===== config.mk =====
export PLATFORM = sky130hd
export DESIGN_NAME = adder_pipe_n
export DESIGN_NICKNAME = d
export VERILOG_FILES = /design/src/rtl/adder_pipe_n.sv
export SDC_FILE = /design/constraint.sdc
export NUM_CORES = 1
export LEC_CHECK = 0
export BUFFER_PORTS_ARGS = -buffer_cell sky130_fd_sc_hd__buf_2
export CAP_MARGIN = 10
export CORE_MARGIN = 1.5
export CORE_UTILIZATION = 55
export DETAILED_ROUTE_END_ITERATION = 8
export MAX_ROUTING_LAYER = met4
export PLACE_DENSITY = 0.73
export RECOVER_POWER = 50
export REMOVE_ABC_BUFFERS = 1
export SYNTH_ARGS = -nofsm -noshare
export SYNTH_HDL_FRONTEND = slang
export SYNTH_SLANG_ARGS = --single-unit

===== constraint.sdc =====
create_clock -name clk -period 17.4 [get_ports clk]
set_input_delay 3.48 -clock clk [delete_from_list [all_inputs] [get_ports clk]]
set_output_delay 3.48 -clock clk [all_outputs]
set_load 0.1 [all_outputs]

===== src/rtl/adder_pipe_n.sv =====
// Pipelined two's-complement adder/subtractor; the carry chain is cut into SEG-bit
// segments, one register stage per segment. Optional signed saturation: ADDER_PIPE_SAT_EN.
module adder_pipe_n #(
    parameter int unsigned WIDTH = 32,
    parameter int unsigned SEG   = 8
) (
    input  logic             clk,
    input  logic             rst,
    input  logic             in_valid,
    output logic             in_ready,
    input  logic [WIDTH-1:0] A,
    input  logic [WIDTH-1:0] B,
    input  logic             Sub,
    output logic             out_valid,
    input  logic             out_ready,
    output logic [WIDTH:0]   S,
    output logic             Ovf
);

    localparam int unsigned STAGES = WIDTH / SEG;
    localparam int unsigned LAST   = STAGES - 1;
    localparam int unsigned SW     = SEG + 1;

    // Per-stage word: low segments already summed, high segments still hold operand A.
    logic [WIDTH-1:0]  word_q [STAGES];
    logic [WIDTH-1:0]  bx_q   [STAGES];
    logic [STAGES-1:0] vld_q;
    logic [STAGES-1:0] cy_q;
    logic              ovf_q;

    logic [WIDTH-1:0]  word_in [STAGES];
    logic [WIDTH-1:0]  bx_in   [STAGES];
    logic [STAGES-1:0] cin;
    logic [STAGES-1:0] vin;
    logic [WIDTH-1:0]  word_d  [STAGES];
    logic [STAGES-1:0] cy_d;
    logic [SEG:0]      seg_sum;
    logic              ovf_d;
    logic              adv;

    assign adv       = !vld_q[LAST] || out_ready;
    assign in_ready  = adv;
    assign out_valid = vld_q[LAST];
    assign S         = {cy_q[LAST], word_q[LAST]};
    assign Ovf       = ovf_q;

    // Stage inputs: stage 0 from the ports, stage k from the stage k-1 registers.
    always_comb begin
        word_in[0] = A;
        bx_in[0]   = Sub ? ~B : B;
        cin[0]     = Sub;
        vin[0]     = in_valid;
        for (int k = 1; k < int'(STAGES); k++) begin
            word_in[k] = word_q[k-1];
            bx_in[k]   = bx_q[k-1];
            cin[k]     = cy_q[k-1];
            vin[k]     = vld_q[k-1];
        end
    end

    // Segment adders; overflow and optional saturation resolved in the last stage.
    always_comb begin
        seg_sum = '0;
        cy_d    = '0;
        for (int k = 0; k < int'(STAGES); k++) begin
            seg_sum = SW'(word_in[k][k*SEG +: SEG]) + SW'(bx_in[k][k*SEG +: SEG]) + SW'(cin[k]);
            word_d[k] = word_in[k];
            word_d[k][k*SEG +: SEG] = seg_sum[SEG-1:0];
            cy_d[k] = seg_sum[SEG];
        end
        // Carry into the MSB recovered from the MSB sum bit and its operand bits.
        ovf_d = cy_d[LAST] ^ (word_in[LAST][WIDTH-1] ^ bx_in[LAST][WIDTH-1] ^ word_d[LAST][WIDTH-1]);
`ifdef ADDER_PIPE_SAT_EN
        if (ovf_d) begin
            word_d[LAST] = {word_in[LAST][WIDTH-1], {(WIDTH-1){~word_in[LAST][WIDTH-1]}}};
        end
`endif
    end

    // Whole pipeline advances together; a stalled output freezes every stage.
    always_ff @(posedge clk or posedge rst) begin
        if (rst) begin
            vld_q <= '0;
            cy_q  <= '0;
            ovf_q <= 1'b0;
            for (int k = 0; k < int'(STAGES); k++) begin
                word_q[k] <= '0;
                bx_q[k]   <= '0;
            end
        end else if (adv) begin
            vld_q <= vin;
            cy_q  <= cy_d;
            ovf_q <= ovf_d;
            for (int k = 0; k < int'(STAGES); k++) begin
                word_q[k] <= word_d[k];
                bx_q[k]   <= bx_in[k];
            end
        end
    end

endmodule


After elaboration in Yosys (flattened, before gate mapping)
Cells that the tools add are included.
- input port bits: 69
- word-level logic and storage cells: 25
- register bits: 233
- output and inout bits: 36
- $add $sub $neg: 8
- bitwise gates (word level): 4
- reduce and logical (&&, ||, !) cells: 2
- mux-type cells: 1
- operators by type and width (kind ; count):
    $add 8x8->9 ; 4
    $add 9x1->9 ; 4
    $mux 32 ; 1
    $not 32->32 ; 1
    $xor 1x1->1 ; 3
    $logic_not 1->1 ; 1
    $logic_or 1x1->1 ; 1

Depth between registers and ports, before layout
Gate-level depths: netlist (run 1).
- depth after elaboration: 4
- gate-level depth with buffers: 10
- gate-level depth less buffers: 8

Least setup slack after synthesis (run 1)
Ideal clock, no wire load.
- path type: input to output
- start: input port out_ready
- end: output port in_ready
- data arrival time: 4.424 ns
- path slack: 9.496 ns
- path buffers: 3
- stages on the path: 5
- data required time: 13.920 ns
- path through: nor2b_1 buf_2 inv_2 buf_2 buf_2
- longest elaborated chain between the ends: 1
- ends and longest elaborated chain (item ; line ; RTL):
    from (decl) ; 15 ; input logic out_ready,
    $logic_or 1x1->1 ; 41 ; assign adv = !vld_q[LAST] || out_ready;
    to (decl) ; 10 ; output logic in_ready,
No other way between the ends.

Final worst setup path (run 1)
Same ends and word-level chain as after synthesis.

==> results of run 1 <==
## flip-flops by register name, summed over array words and instances (netlist names)
signal	count
vld_q	4
Ovf	1
S	32
word_d	72
cy_q	4
word_in	24
bx_in	48
## worst min-delay path, stage by stage (launching register included)
cell and delay [ns]:
dfrtp_1 0.34, nand2_1 0.05, nand2_1 0.05
## synth_stat cells (2+ instances only)
cell type / n
nand4_1: 4
ha_1: 28
o31ai_1: 7
a211oi_2: 3
o21bai_1: 4
nor2b_1: 5
dfrtp_1: 185
o21ai_1: 2
a21oi_1: 30
buf_1: 6
nor2_1: 30
nand2_1: 426
and3_1: 3
a211oi_1: 6
inv_1: 16
nor3_1: 5
xnor2_1: 30
nand3_1: 2
inv_2: 2
o211ai_1: 3
xor2_1: 18
clkbuf_1: 23
o21ai_0: 45
o21a_1: 4
a21o_1: 6
buf_2: 16
nand2b_1: 2
fa_1: 7
or3_1: 5
## logic make-up after synthesis
family / Yosys count / synth area share
fa+ha+maj: 35 / 0.05838
xor+xnor: 48 / 0.05004
flops: 185 / 0.5510
simple gates: 486 / 0.2258
buf+inv: 64 / 0.03142
mux: 1 / 0.001191
compound gates: 115 / 0.08220
## stage by stage
step | power, mW | std cells
floorplan | 1.495 | 888
global placement | 1.618 | 1180
detailed placement | 1.642 | 1180
CTS | 2.074 | 1212
global route | 2.203 | 1213
finish | 2.049 | 1213
## final timing paths
kind                            startpoint           to  slack [ns]
worst max-delay path             out_ready     in_ready        5.22
worst min-delay path             bx_in[90]    bx_in[58]        0.46
worst max register to register    vld_q[3]   word_d[70]       11.05
worst min register to register   bx_in[90]    bx_in[58]        0.46
max in group asynchronous              rst  word_in[74]        7.81
min in group asynchronous              rst        S[16]        4.41
## metal layers
layer / routed length (µm) / track usage / vias to the layer above
met5: 0 / - / -
met4: 284 / 0.08046 / 0
met3: 492 / 0.05103 / 21
met2: 7087 / 0.3433 / 98
met1: 7106 / 0.2539 / 2817
li1: - / - / 3153
## power by group through the flow
| stage | clock network (mW) | logic (mW) | registers [mW] |
|---|---|---|---|
| after CTS | 0.430 | 0.918 | 0.726 |
| after floorplan | 0 | 0.490 | 1.01 |
| after global routing | 0.446 | 1.00 | 0.752 |
| after detailed placement | 0 | 0.910 | 0.732 |
| after global placement | 0 | 0.892 | 0.726 |
| final | 0.419 | 0.903 | 0.727 |
## final cells by class
type | instances | area share
inverters | 18 | 0.007429
flip-flops and latches | 185 | 0.4822
multi-input cells | 685 | 0.3662
diodes | 1 | 0.0002607
clock inverters | 12 | 0.02046
well taps | 184 | 0.02398
clock buffers | 20 | 0.04757
repair buffers | 108 | 0.05187
==> flow_summary.ini, run 1 <==
[layout]
layout_commonest_cell = nand2_1
n_fill_cell = 1271
areaGrowthSynthToFinish_pct = 14.27
mostFrequentLayoutCells = nand2_1, dfrtp_1, buf_2
drive_above_1_share = 0.1051
postLayoutCoreUtil = 0.6531
multi_input_area_mm2 = 0.003516
final_area_mm2 = 0.009600
seq_area_mm2 = 0.004629
nets = 1119

[global_route]
globalRouteOverflowTotal = 0
grt_antenna_before_repair = 1
grt_pass1_vias = 5903
gr-usage-all-layers = 0.2100
grt_first_pass_wirelength_um = 25990
grt_max_degree = 110

[timing]
fmax_ghz = 0.08211
final.min_clock_period_ns = 12.18
grt_setup_unrepaired = no
min_period_over_period = 0.6999
setup_slack_ns = 5.221
worst_pin_slew_ns = 4.557
hold_viol = 0
timing.hold.ws_ns = 0.4593
drv_slew = 298
fin_setup_tns_ns = 0
finalSetupViolCount = 0
fin_skew_ns = 0.007355
slew_headroom = -2.055

[route]
drc = 0
wl_per_cell_um = 12.34
final_antenna_net_count = 0
via_per_inst = 5.020
first_pass_iters = 4
wirelength_um = 14970
drtIter0Drc = 292
dr_total_vias = 6089

[pwr]
max-vdd-ir-drop_mv = 0.1058
p_switching_uw = 910.6
clkPwrFrac = 0.205
p_leak_nw = 4.843
power_density_mw_per_mm2 = 213.5
combPwrFrac = 0.441
p_sw_frac = 0.4444
p_seq_frac = 0.355
internal_power_mw = 1.139

[synthesis]
ys_types = 40
ys_async_sr_fraction = 1.000
netlist_instances = 934
synth.area.top_cells = dfrtp_1, nand2_1, ha_1, xnor2_1, o21ai_0
ys_seq_area_frac = 0.5510
synth_area_mm2 = 0.008402
yosysWarnings = 0
synth_top_cell_by_area = dfrtp_1
syn-mean-instance-area_um2 = 8.996
yosysTopAreaCellShare = 0.5510
ys_ff_latch = 185
synth_edf_count = 0
synth_flop_cell = dfrtp_1

[worst_setup_path]
worstRegToRegCells = 7
critical-path-max-stage-delay_ns = 3.02
crit_type = in2out
crit_arrival_ns = 8.70
cp_cell_sequence = clkbuf_1 -> nor2b_4 -> clkbuf_1 -> inv_4 -> buf_2
cp.required_ns = 13.92
crit_buf_inv = 4
start_kind = input port
cpMostUsedCell = clkbuf_1
slowest_stage = clkbuf_1
path_delay_family = buffers and inverters
crit_fanout = 109
path_depth = 5
endpoint_kind = output port

[clocking]
ctsHoldBuffers = 0
clk_pin_slew_ns = 0.07
clockRootBuffer = clkbuf_16
post_cts_resized = 0
post_cts_buffers = 0
numCtsBuffers = 17
insertion_delay_ns = 0.43
numClockSinks = 185
ctsHtreeMaxLevel = 4
cts_tree = built
clock_path_buffers = 2

[placed_design]
port_buffers = 104
dpl-instance-area_mm2 = 0.009004
post-dp-hpwl_um = 9233
post-place-ws_ns = 8.395
place_congestion = 0.7889

[floorplan]
io_pins = 105
start_util = 0.5716
core_area_mm2 = 0.01470
die_w_um = 126.6
num_rows = 44
die_area_mm2 = 0.01603
die_y_um = 126.6

[worst_hold_path]
holdPathStages = 2
worstHoldPathType = reg2reg

[outcome]
status = complete, but fails checks
violations = capacitance limit, slew limit

[job]
maxCapViolations = 3
No activity file was read; power rests on OpenSTA's default activity.
==> run 2: changes to the inputs <==
--- a/config.mk
+++ b/config.mk
@@ -8,7 +8,7 @@
 export BUFFER_PORTS_ARGS = -buffer_cell sky130_fd_sc_hd__buf_2
 export CAP_MARGIN = 10
 export CORE_MARGIN = 1.5
-export CORE_UTILIZATION = 55
+export CORE_UTILIZATION = 52
 export DETAILED_ROUTE_END_ITERATION = 8
 export MAX_ROUTING_LAYER = met4
 export PLACE_DENSITY = 0.73
==> constraint.sdc (replaced) <==
create_clock -name clk -period 10.55 [get_ports clk]
set_input_delay 2.11 -clock clk [delete_from_list [all_inputs] [get_ports clk]]
set_output_delay 2.11 -clock clk [all_outputs]
set_load 0.1 [all_outputs]
==> flow_summary.ini, run 2 (synthesized netlist as in run 1, its figures left out) <==
[timing]
drv_slew = 346
worst_pin_slew_ns = 5.188
timing.hold.ws_ns = 0.4616
final.min_clock_period_ns = 6.838
fin_setup_tns_ns = 0
finalSetupViolCount = 0
hold_viol = 0
min_period_over_period = 0.6481
fmax_ghz = 0.1463
grt_setup_unrepaired = no
fin_skew_ns = 0.004753
slew_headroom = -2.478

[floorplan]
io_pins = 105
start_util = 0.5308
die_y_um = 130.1
die_w_um = 130.1
die_area_mm2 = 0.01693
core_area_mm2 = 0.01583
num_rows = 46

[layout]
n_fill_cell = 1453
diodes = 0
drive_above_1_share = 0.1033
mostFrequentLayoutCells = nand2_1, dfrtp_1, buf_2
nets = 1120
largest_reg_flops = 72
areaGrowthSynthToFinish_pct = 14.43
postLayoutCoreUtil = 0.6074
final_area_mm2 = 0.009614
layout_commonest_cell = nand2_1

[worst_setup_path]
cp.required_ns = 8.44
crit_buf_inv = 3
cpMostUsedCell = buf_2
critical-path-max-stage-delay_ns = 1.48
endpoint_kind = output port
crit_fanout = 58
cp_cell_sequence = buf_2 -> nor2b_1 -> clkinvlp_2 -> buf_2
crit_type = in2out
start_kind = input port
crit_arrival_ns = 4.73
slowest_stage = clkinvlp_2
path_delay_family = buffers and inverters

[pwr]
p_seq_frac = 0.356
p_leak_nw = 4.838
max-vdd-ir-drop_mv = 0.1720
internal_power_mw = 1.876
power_density_mw_per_mm2 = 351.0
combPwrFrac = 0.443
clkPwrFrac = 0.201
total_power_mw = 3.375
p_switching_mw = 1.498
p_sw_frac = 0.4440

[outcome]
violations = capacitance limit, slew limit
status = complete, but fails checks

[worst_hold_path]
worstHoldPathType = reg2reg

[route]
dr_total_vias = 6039
wirelength_um = 15070
via_per_inst = 4.862
wl_met2_um = 7289
wl_met1_um = 7113
final_antenna_net_count = 0
first_pass_iters = 6
wl_met3_um = 459
highest_layer = met4
drc = 0
drtIter0Drc = 334
wl_per_cell_um = 12.13

[global_route]
grt_max_degree = 125
globalRouteOverflowTotal = 0
grt_first_pass_wirelength_um = 25530
gr-usage-all-layers = 0.1992
grt_pass1_vias = 5638
grt_antenna_before_repair = 0

[clocking]
post_cts_buffers = 0
clock_path_buffers = 2
ctsHtreeMaxLevel = 4
numClockSinks = 185
ctsHoldBuffers = 0
insertion_delay_ns = 0.43
cts_tree = built
clockRootBuffer = clkbuf_16
numCtsBuffers = 17
post_cts_resized = 0
clk_pin_slew_ns = 0.06

[placed_design]
post-dp-hpwl_um = 9568
place_congestion = 0.8071
port_buffers = 104
dpl-instance-area_mm2 = 0.009051

[job]
maxCapViolations = 4
-- run 2: final timing paths --
kind	startpoint	slack (ns)	endpoint	cells after the start
min in group asynchronous	rst	3.28	S[13]	2
max reg2reg	vld_q[3]	5.31	S[30]	6
max	out_ready	3.71	in_ready	4
min	vld_q[2]	0.46	vld_q[2]	2
max in group asynchronous	rst	4.88	word_d[93]	3
min reg2reg	vld_q[2]	0.46	vld_q[2]	2
-- run 2: metal layers --
layer | global-route usage | up-vias
li1 | - | 3143
met1 | 0.2494 | 2793
met2 | 0.3226 | 88
met3 | 0.04715 | 15
met4 | 0.06144 | 0
met5 | - | -
-- run 2: power by group through the flow --
| stage | clock network (mW) | logic (mW) | registers, mW |
|---|---|---|---|
| floorplan | 0 | 0.808 | 1.66 |
| global placement | 0 | 1.47 | 1.20 |
| detailed placement | 0 | 1.51 | 1.21 |
| CTS | 0.693 | 1.52 | 1.20 |
| global route | 0.717 | 1.66 | 1.24 |
| finish | 0.677 | 1.50 | 1.20 |
-- run 2: area by class of cell --
cell class / count / area [µm²] / area share
clock buffers: 20 / 456.7 / 0.04750
clock inverters: 9 / 172.7 / 0.01796
inverters: 18 / 70.07 / 0.007288
multi-input cells: 685 / 3508 / 0.3649
flip-flops and latches: 185 / 4629 / 0.4815
well taps: 216 / 270.3 / 0.02811
repair buffers: 109 / 506.7 / 0.05271
-- run 2: per-stage QoR --
stage	instances	setup slack [ns]
final	1242	3.712
after global routing	1242	3.355
after CTS	1242	5.223
after detailed placement	1213	5.225
after global placement	1213	5.216
after floorplan	888	-5.162
-- run 2: worst reg2reg max path, delay by kind of cell (launching register included) --
| kind | cells | cell delay (ns) |
|---|---|---|
| AO/OA/AOI/OAI | 2 | 0.27 |
| AND/OR/NAND/NOR | 2 | 0.43 |
| buffers and inverters | 2 | 4.03 |
| flip-flops | 1 | 0.34 |
==> run 3: changes to the inputs <==
--- a/config.mk
+++ b/config.mk
@@ -8,7 +8,7 @@
 export BUFFER_PORTS_ARGS = -buffer_cell sky130_fd_sc_hd__buf_2
 export CAP_MARGIN = 10
 export CORE_MARGIN = 1.5
-export CORE_UTILIZATION = 52
+export CORE_UTILIZATION = 55
 export DETAILED_ROUTE_END_ITERATION = 8
 export MAX_ROUTING_LAYER = met4
 export PLACE_DENSITY = 0.73
==> constraint.sdc (replaced) <==
create_clock -name clk -period 6.9 [get_ports clk]
set_input_delay 1.38 -clock clk [delete_from_list [all_inputs] [get_ports clk]]
set_output_delay 1.38 -clock clk [all_outputs]
set_load 0.1 [all_outputs]
==> flow_summary.ini, run 3 (synthesized netlist as in run 1, its figures left out) <==
[outcome]
status = complete, but fails checks
violations = capacitance limit, slew limit

[worst_setup_path]
crit_fanout = 32
start_kind = input port
crit_type = in2reg
crit_buf_inv = 1
critical-path-max-stage-delay_ns = 1.67
endpoint_kind = flip-flop
slowest_stage = clkbuf_1
cp.required_ns = 7.21
cp_cell_sequence = clkbuf_1 -> mux2i_1 -> fa_1 -> nor2b_1 -> o21ai_1 -> a21boi_1 -> or3_1 -> nand3_1
crit_arrival_ns = 4.93
path_delay_family = buffers and inverters

[route]
drtIter0Drc = 354
wirelength_um = 15480
first_pass_iters = 4
drc = 0
dr_total_vias = 6096
via_per_inst = 5.021
final_antenna_net_count = 0
wl_per_cell_um = 12.75

[clocking]
ctsHtreeMaxLevel = 4
insertion_delay_ns = 0.44
clockRootBuffer = clkbuf_16
numCtsBuffers = 17
numClockSinks = 185
cts_tree = built
post_cts_buffers = 0
ctsHoldBuffers = 0
clock_path_buffers = 2
post_cts_resized = 0
clk_pin_slew_ns = 0.06

[pwr]
power_density_mw_per_mm2 = 530.2
p_sw_frac = 0.4626
total_power_mw = 5.062
max-vdd-ir-drop_mv = 0.2662
p_switching_mw = 2.342
internal_power_mw = 2.720
p_leak_nw = 4.845
combPwrFrac = 0.451
clkPwrFrac = 0.186
p_seq_frac = 0.363

[timing]
finalSetupViolCount = 0
fmax_ghz = 0.2166
min_period_over_period = 0.6692
final.min_clock_period_ns = 4.618
grt_setup_unrepaired = no
setup_slack_ns = 2.282
drv_slew = 93
fin_skew_ns = 0.007651
slew_headroom = -1.020
worst_pin_slew_ns = 3.030
hold_viol = 0

[layout]
n_fill_cell = 1309
nets = 1120
areaGrowthSynthToFinish_pct = 13.63
layout_commonest_cell = nand2_1
drive_above_1_share = 0.1156
mostFrequentLayoutCells = nand2_1, dfrtp_1, buf_2
largest_reg_flops = 72

[global_route]
globalRouteOverflowTotal = 0
grt_pass1_vias = 5746
grt_max_degree = 128
grt_first_pass_wirelength_um = 26700
grt_antenna_before_repair = 1
gr-usage-all-layers = 0.2162

[floorplan]
io_pins = 105
num_rows = 44
core_area_mm2 = 0.01470
die_y_um = 126.6
die_area_mm2 = 0.01603
die_w_um = 126.6
start_util = 0.5716

[placed_design]
port_buffers = 104
post-dp-hpwl_um = 9892
place_congestion = 0.7999
post-place-ws_ns = 2.415

[job]
maxCapViolations = 2

[worst_hold_path]
worstHoldPathType = reg2reg
-- run 3: cell types whose count changed in the layout (fill, tap and decap cells not counted), sizes merged --
cell	before	now
clkbuf	57	48
buf	72	80
inv	16	22
bufinv	5	1
clkinv	3	4
clkinvlp	3	4
diode	0	1
-- run 3: worst paths after layout --
kind / startpoint / endpoint / slack [ns] / cells after the start
max: Sub / word_d[70] / 2.28 / 8
min: vld_q[2] / vld_q[2] / 0.46 / 2
max reg2reg: vld_q[3] / word_d[70] / 3.59 / 6
max in group asynchronous: rst / word_d[36] / 2.41 / 3
min in group asynchronous: rst / S[15] / 1.14 / 2
min reg2reg: vld_q[2] / vld_q[2] / 0.46 / 2
-- run 3: worst register-to-register path, cell delays in order (launching register included) --
cell and delay (ns):
dfrtp_1 0.34, nor2b_4 0.80, buf_4 0.70, buf_4 0.87
nor4_1 0.12, a211oi_1 0.26, nand3_1 0.10
-- run 3: final cells by class --
| cell class | count | area, µm² | area share |
|---|---|---|---|
| Sequential cell | 185 | 4629 | 0.4849 |
| Timing Repair Buffer | 109 | 519.2 | 0.05439 |
| Inverter | 18 | 77.57 | 0.008126 |
| Clock buffer | 19 | 452.9 | 0.04744 |
| Clock inverter | 13 | 118.9 | 0.01245 |
| Tap cell | 184 | 230.2 | 0.02412 |
| Multi-Input combinational cell | 685 | 3516 | 0.3683 |
| Antenna cell | 1 | 2.502 | 0.0002621 |
-- run 3: stage by stage --
stage               area, µm²   TNS, ns  hold WS [ns]    util  std cells
floorplan                8205  -1058.52        0.4300       -        888
global placement         9011         0        0.4460  0.6130       1181
detailed placement       9011         0        0.4472  0.6130       1181
CTS                      9583         0        0.4620  0.6519       1213
global route             9547         0        0.4836  0.6495       1214
finish                   9547         0        0.4558  0.6495       1214
-- run 3: power groups by stage --
stage                     Clock, mW  Sequential (mW)  Combinational, mW
after global placement            0             1.84               2.26
after detailed placement          0             1.85               2.31
final                         0.941             1.84               2.28
after CTS                     0.961             1.84               2.32
after global routing           1.01             1.90               2.53
after floorplan                   0             2.53               1.24
-- run 3: layer usage --
| metal | track usage | vias to the layer above | share of wire |
|---|---|---|---|
| li1 | - | 3150 | - |
| met1 | 0.2783 | 2816 | 0.47 |
| met2 | 0.3340 | 113 | 0.47 |
| met3 | 0.06200 | 17 | 0.040 |
| met4 | 0.06897 | 0 | 0.014 |
| met5 | - | - | 0 |
